[config.mk]
export PLATFORM = sky130hd
export DESIGN_NAME = scan_mux_n
export DESIGN_NICKNAME = d
export VERILOG_FILES = /design/src/rtl/scan_pkg.sv /design/src/rtl/scan_lzb.sv /design/src/rtl/scan_mux_n.sv
export SDC_FILE = /design/constraint.sdc
export NUM_CORES = 1
export LEC_CHECK = 0
export BUFFER_PORTS_ARGS = -buffer_cell sky130_fd_sc_hd__buf_4
export CORE_MARGIN = 2
export CORE_UTILIZATION = 58
export DETAILED_ROUTE_END_ITERATION = 7
export GPL_ROUTABILITY_DRIVEN = 0
export PLACE_DENSITY = 0.83
export SLEW_MARGIN = 20
export SYNTH_ARGS = -nofsm -noshare
export SYNTH_HDL_FRONTEND = slang
export SYNTH_SLANG_ARGS = --single-unit
[constraint.sdc]
create_clock -name clk_1kHz -period 2.6 [get_ports clk_1kHz]
set_input_delay 0.52 -clock clk_1kHz [delete_from_list [all_inputs] [get_ports clk_1kHz]]
set_output_delay 0.52 -clock clk_1kHz [all_outputs]
set_load 0.03 [all_outputs]
[src/rtl/scan_pkg.sv]
// Shared definitions for the multiplexed 7-segment digit scanner.
package scan_pkg;

  localparam int DIGITS_MIN = 2;
  localparam int DIGITS_MAX = 8;
  localparam int DEAD_MIN   = 0;
  localparam int DEAD_MAX   = 3;

  localparam int unsigned EN_W = 8;

  // One-hot digit enable at the requested polarity; all-inactive when !active.
  function automatic logic [EN_W-1:0] en_word(input logic [2:0] idx,
                                              input logic       active,
                                              input logic       polarity);
    logic [EN_W-1:0] w;
    w = active ? (EN_W'(1) << idx) : '0;
    return polarity ? w : ~w;
  endfunction

endpackage

[src/rtl/scan_lzb.sv]
// Leading-zero blanking: marks digits that are zero, carry no dp, and have
// only zero/no-dp digits above them. Digit 0 always stays lit.
module scan_lzb #(
  parameter int DIGITS = 4
) (
  input  logic [4*DIGITS-1:0] digits_i,
  input  logic [DIGITS-1:0]   dp_i,
  input  logic                lzb_en_i,
  output logic [DIGITS-1:0]   dark_o
);

  logic run;

  // Walk from the MS digit down, keeping a running "still leading" flag.
  always_comb begin
    dark_o = '0;
    run    = lzb_en_i;
    for (int i = DIGITS - 1; i > 0; i--) begin
      run       = run & (digits_i[4*i +: 4] == 4'd0) & ~dp_i[i];
      dark_o[i] = run;
    end
  end

endmodule

[src/rtl/scan_mux_n.sv]
// Time-multiplexed N-digit scanner with per-frame snapshot, leading-zero
// blanking, blank mask, dp pass-through and optional inter-digit dead time.
module scan_mux_n
  import scan_pkg::*;
#(
  parameter int DIGITS         = 4,
  parameter int DEAD_CYCLES    = 0,
  parameter int EN_ACTIVE_HIGH = 1
) (
  input  logic                clk_1kHz,
  input  logic                reset,
  input  logic [4*DIGITS-1:0] datain,
  input  logic [DIGITS-1:0]   dp_in,
  input  logic [DIGITS-1:0]   blank_mask,
  input  logic                lzb_en,
  output logic [3:0]          scan_data,
  output logic                scan_dp,
  output logic [DIGITS-1:0]   scan_en,
  output logic                frame_start
);

  localparam int unsigned IW        = $clog2(DIGITS);
  localparam logic [IW-1:0] MS_IDX  = IW'(DIGITS - 1);
  localparam logic [1:0]    DEAD_LAST = 2'(DEAD_CYCLES);
  localparam logic          POL     = (EN_ACTIVE_HIGH != 0);

  // Reject illegal parameterisations at elaboration.
  if (DIGITS < DIGITS_MIN || DIGITS > DIGITS_MAX ||
      DEAD_CYCLES < DEAD_MIN || DEAD_CYCLES > DEAD_MAX) begin : g_bad_param
    $error("scan_mux_n: DIGITS or DEAD_CYCLES out of range");
  end

  // Position registers describe the slot the next edge will enter.
  logic [IW-1:0]       dig_q, dig_d;
  logic [1:0]          dcnt_q, dcnt_d;

  logic [4*DIGITS-1:0] sh_data_q, sh_data_d;
  logic [DIGITS-1:0]   sh_dp_q, sh_dp_d;
  logic [DIGITS-1:0]   sh_bm_q, sh_bm_d;
  logic                sh_lz_q, sh_lz_d;

  logic [3:0]          data_q, data_d;
  logic                dp_q, dp_d;
  logic [DIGITS-1:0]   en_q, en_d;
  logic                fs_q, fs_d;

  logic [DIGITS-1:0]   live_dark, shadow_dark;

  logic                ms_slot;
  logic                dark;
  logic [3:0]          nib;
  logic                nib_dp;
  logic [EN_W-1:0]     en_on, en_off;

  scan_lzb #(.DIGITS(DIGITS)) u_lzb_live (
    .digits_i (datain),
    .dp_i     (dp_in),
    .lzb_en_i (lzb_en),
    .dark_o   (live_dark)
  );

  scan_lzb #(.DIGITS(DIGITS)) u_lzb_shadow (
    .digits_i (sh_data_q),
    .dp_i     (sh_dp_q),
    .lzb_en_i (sh_lz_q),
    .dark_o   (shadow_dark)
  );

  // Next slot position, snapshot capture and output values for the entered slot.
  always_comb begin
    dig_d     = dig_q;
    dcnt_d    = dcnt_q;
    sh_data_d = sh_data_q;
    sh_dp_d   = sh_dp_q;
    sh_bm_d   = sh_bm_q;
    sh_lz_d   = sh_lz_q;
    en_on     = en_word(3'(dig_q), 1'b1, POL);
    en_off    = en_word(3'(dig_q), 1'b0, POL);
    data_d    = 4'd0;
    dp_d      = 1'b0;
    en_d      = en_off[DIGITS-1:0];
    fs_d      = 1'b0;
    ms_slot   = (dcnt_q == 2'd0) && (dig_q == MS_IDX);
    dark      = 1'b1;
    nib       = 4'd0;
    nib_dp    = 1'b0;

    if (dcnt_q == DEAD_LAST) begin
      dcnt_d = 2'd0;
      dig_d  = (dig_q == '0) ? MS_IDX : dig_q - IW'(1);
    end else begin
      dcnt_d = dcnt_q + 2'd1;
    end

    if (ms_slot) begin
      // MS slot shows the live inputs and freezes them for the rest of the frame.
      sh_data_d = datain;
      sh_dp_d   = dp_in;
      sh_bm_d   = blank_mask;
      sh_lz_d   = lzb_en;
      nib       = datain[{dig_q, 2'b00} +: 4];
      nib_dp    = dp_in[dig_q];
      dark      = blank_mask[dig_q] | live_dark[dig_q];
      fs_d      = 1'b1;
    end else if (dcnt_q == 2'd0) begin
      nib       = sh_data_q[{dig_q, 2'b00} +: 4];
      nib_dp    = sh_dp_q[dig_q];
      dark      = sh_bm_q[dig_q] | shadow_dark[dig_q];
    end

    if (!dark) begin
      data_d = nib;
      dp_d   = nib_dp;
      en_d   = en_on[DIGITS-1:0];
    end
  end

  // State and output registers with synchronous active-low reset.
  always_ff @(posedge clk_1kHz) begin
    if (!reset) begin
      dig_q     <= MS_IDX;
      dcnt_q    <= 2'd0;
      sh_data_q <= '0;
      sh_dp_q   <= '0;
      sh_bm_q   <= '0;
      sh_lz_q   <= 1'b0;
      data_q    <= 4'd0;
      dp_q      <= 1'b0;
      en_q      <= en_off[DIGITS-1:0];
      fs_q      <= 1'b0;
    end else begin
      dig_q     <= dig_d;
      dcnt_q    <= dcnt_d;
      sh_data_q <= sh_data_d;
      sh_dp_q   <= sh_dp_d;
      sh_bm_q   <= sh_bm_d;
      sh_lz_q   <= sh_lz_d;
      data_q    <= data_d;
      dp_q      <= dp_d;
      en_q      <= en_d;
      fs_q      <= fs_d;
    end
  end

  assign scan_data   = data_q;
  assign scan_dp     = dp_q;
  assign scan_en     = en_q;
  assign frame_start = fs_q;

endmodule

==> summary.md <==
| Metric | Value |
|---|---|
| Slew Limit Fails | 0 |
| Mapped Avg Cell Area | 9.200 um^2 |
| Peak supply drop | 0.3787 mV |
| Tot Pwr | 1.407 mW |
| Critical Path Sink | sh_data_q[2] |
| Worst-path clk slew | 0.11 ns |
| Max-cap violations | 0 |
| Clock group share of total power | 0.196 |
| Period minus WS final | 1.875 ns |
| P&R area growth vs syn | 18.00% |
| Status | complete, no violations |
| Worst-case reg-to-reg path depth | 4 |
| Via count | 1616 |
| Critical R2R Launch | dig_q[1] |
| CP Launch Type | flop |
| Hold slack | 0.4249 ns |
| Synth warn | 0 |
| Period utilisation layout | 0.7212 |
| Die height | 60.47 um |
| Row Count | 20 |
| Hold crit path type | in2reg |
| Clock buffer depth | 2 |
| Flops & latches, synth | 39 |
| LEAKAGE | 0.9329 nW |
| Nets | 265 |
| Syn nets | 231 |
| RSZ-0062 raised after global routing | false |
| Flop pwr share | 0.499 |
| Antenna violations before repair | 0 |
| Placeable Area | 3053 um^2 |
| R2R Setup Slk | 0.72 ns |
| NetSw | 0.4584 mW |
| Data arrival, critical path | 2.11 ns |
| Post-CTS Hold Buffers | 0 |
| Clk sink count | 39 |
| Crit. Startpoint | dig_q[1] |
| First-pass GRT wire length | 6727 um |
| Port Buf Inserts | 36 |
| # setup viols final | 0 |
| Layout cells sized above 1 | 0.2393 |
| Setup Skew | 0.01092 ns |
| CTS tree | done |
| Sequential area share after synthesis | 0.4222 |
| Drc violations | 0 |
| CTS Buf Count | 5 |
| Synth cell types | 27 |
| Area after DPL | 2141 um^2 |
| Ant. Diodes | 0 |
| Worst-skew pair later-pin latency | 0.36 ns |
| Avg WL per Cell | 15.68 um |
| Root Buffer | clkbuf_4 |
| Die W | 60.47 um |
| Comb power frac | 0.305 |
| DP HPWL | 3243 um |
| Cell area after synthesis | 1849 um^2 |
| Vias in the first global route | 1466 |
| Final Hold Vio Count | 0 |
| # IOs | 37 |
| Syn Inst Count | 201 |
| Crit path capture type | flop |
| Die ar. | 3656 um^2 |
| GRT Util Overall | 0.2573 |
| Remaining antenna violation count | 0 |
| CTS resizes | 0 |
| Worst endpoint required time | 2.83 ns |
| F_max | 533.3 MHz |
| Hold Path Depth | 3 |
| Slew margin rel. | 0.4475 |
| Setup TNS | 0 ns |
| PD cells | 645.0 nW/um^2 |
| Buffer count from post-CTS setup fixing | 0 |
| DR iter-0 viols | 63 |
| Switch share | 0.3257 |
| CP Class | reg2reg |
| Largest net degree at the start of global routing | 32 |
| Post-DR vias/cell | 5.813 |
| H-tree levels | 2 |
| Initial core utilization | 0.6057 |
| Total gr overflow | 0 |
| Worst-margin pin slew | 0.8267 ns |
| Reg-to-Reg End | sh_data_q[2] |
| Post-route cell area | 2182 um^2 |
| Int Pwr | 0.9491 mW |
| CP Max Fanout | 25 |
| DR pass1 iterations | 4 |
| Total Routed Length | 4359 um |
## power by group through the flow
stage / sequential, mW / clock, mW / combinational, mW
after floorplan: 0.743 / 0 / 0.259
after global placement: 0.710 / 0 / 0.412
after detailed placement: 0.715 / 0 / 0.428
after CTS: 0.700 / 0.281 / 0.429
after global routing: 0.708 / 0.303 / 0.464
final: 0.702 / 0.276 / 0.430
## worst min-delay path by stage
stage                              end          start  slack [ns]
after floorplan              dcnt_q[0]      dcnt_q[0]        0.40
after global placement       dcnt_q[0]      dcnt_q[0]        0.40
after detailed placement     dcnt_q[0]      dcnt_q[0]        0.42
after CTS                 sh_data_q[1]      datain[1]        0.42
after global routing      sh_data_q[5]      datain[5]        0.43
final                       sh_bm_q[0]  blank_mask[0]        0.42
## per-layer routing
layer  vias up  wire (um)  GRT usage
met5         -          0          0
met4         0         76     0.1242
met3         8        300    0.04478
met2        72       2102     0.4193
met1       774       1879     0.3342
li1        762          -          -
## critical path, stage by stage (launching register included)
cell and delay (ns):
dfxtp_1 0.36, ha_1 0.45, nand2_1 0.61, nand2_1 0.22
a21boi_0 0.11
## cell usage in the layout (no fill, tap or decap)
master | netlist | final
ha_1 | 3 | 3
nor4b_1 | 2 | 2
nor3b_1 | 1 | 1
nand2_1 | 64 | 64
mux4_2 | 10 | 10
or4_1 | 1 | 1
nor2_1 | 5 | 5
clkbuf_4 | 0 | 5
clkbuf_1 | 8 | 1
buf_4 | 1 | 40
dfxtp_1 | 39 | 39
and2_1 | 1 | 1
nor4_1 | 3 | 3
inv_1 | 5 | 5
a21boi_0 | 25 | 25
nand4_1 | 2 | 2
a31oi_1 | 1 | 1
mux4_1 | 1 | 1
a21oi_1 | 4 | 4
and3b_1 | 1 | 1
mux2i_1 | 5 | 5
nand3_4 | 1 | 1
nand4b_1 | 2 | 2
o21ai_0 | 2 | 2
nor3_1 | 6 | 6
nand3_1 | 4 | 4
## logic make-up after synthesis
kind of cell,synth area share
flip-flops,0.4222
AO/OA/AOI/OAI,0.1211
buffers and inverters,0.04466
adder cells (fa/ha/maj),0.02030
AND/OR/NAND/NOR,0.2287
multiplexers,0.1631
## flip-flops by register name, indices dropped and copies added (netlist names)
| signal | cells |
|---|---|
| frame_start | 1 |
| sh_bm_q | 4 |
| scan_en | 4 |
| dcnt_q | 2 |
| sh_dp_q | 4 |
| sh_data_q | 16 |
| scan_data | 4 |
| dig_q | 2 |
| scan_dp | 1 |
| sh_lz_q | 1 |
## through the flow
step	cells	util	worst slack [ns]
floorplan	201	-	0.9525
global placement	272	0.7012	0.8488
detailed placement	272	0.7012	0.7453
CTS	278	0.7148	0.7312
global route	278	0.7148	0.5351
finish	278	0.7148	0.7249
## Yosys cell counts
| cell type | n | area (um^2) |
|---|---|---|
| a21boi_0 | 25 | 187.7 |
| a21oi_1 | 4 | 20.02 |
| a31oi_1 | 1 | 6.260 |
| and2_1 | 1 | 6.260 |
| and3b_1 | 1 | 8.760 |
| buf_2 | 3 | 15.01 |
| buf_4 | 1 | 7.510 |
| buf_6 | 1 | 11.26 |
| clkbuf_1 | 8 | 30.03 |
| dfxtp_1 | 39 | 780.8 |
| ha_1 | 3 | 37.54 |
| inv_1 | 5 | 18.77 |
| mux2i_1 | 5 | 50.05 |
| mux4_1 | 1 | 26.28 |
| mux4_2 | 10 | 225.2 |
| nand2_1 | 64 | 240.2 |
| nand3_1 | 4 | 20.02 |
| nand3_4 | 1 | 17.52 |
| nand4_1 | 2 | 12.51 |
| nand4b_1 | 2 | 17.52 |
| nor2_1 | 5 | 18.77 |
| nor3_1 | 6 | 30.03 |
| nor3b_1 | 1 | 7.510 |
| nor4_1 | 3 | 18.77 |
| nor4b_1 | 2 | 17.52 |
| o21ai_0 | 2 | 10.01 |
| or4_1 | 1 | 7.510 |
## cell type report
type	instances	area [um^2]
fill	252	870.8
multi-input combinational	144	985.9
clock buffer	6	41.29
tap	44	55.05
sequential	39	780.7
timing repair buffer	40	300.3
inverter	5	18.77
Power figures use the tool's default switching activity.
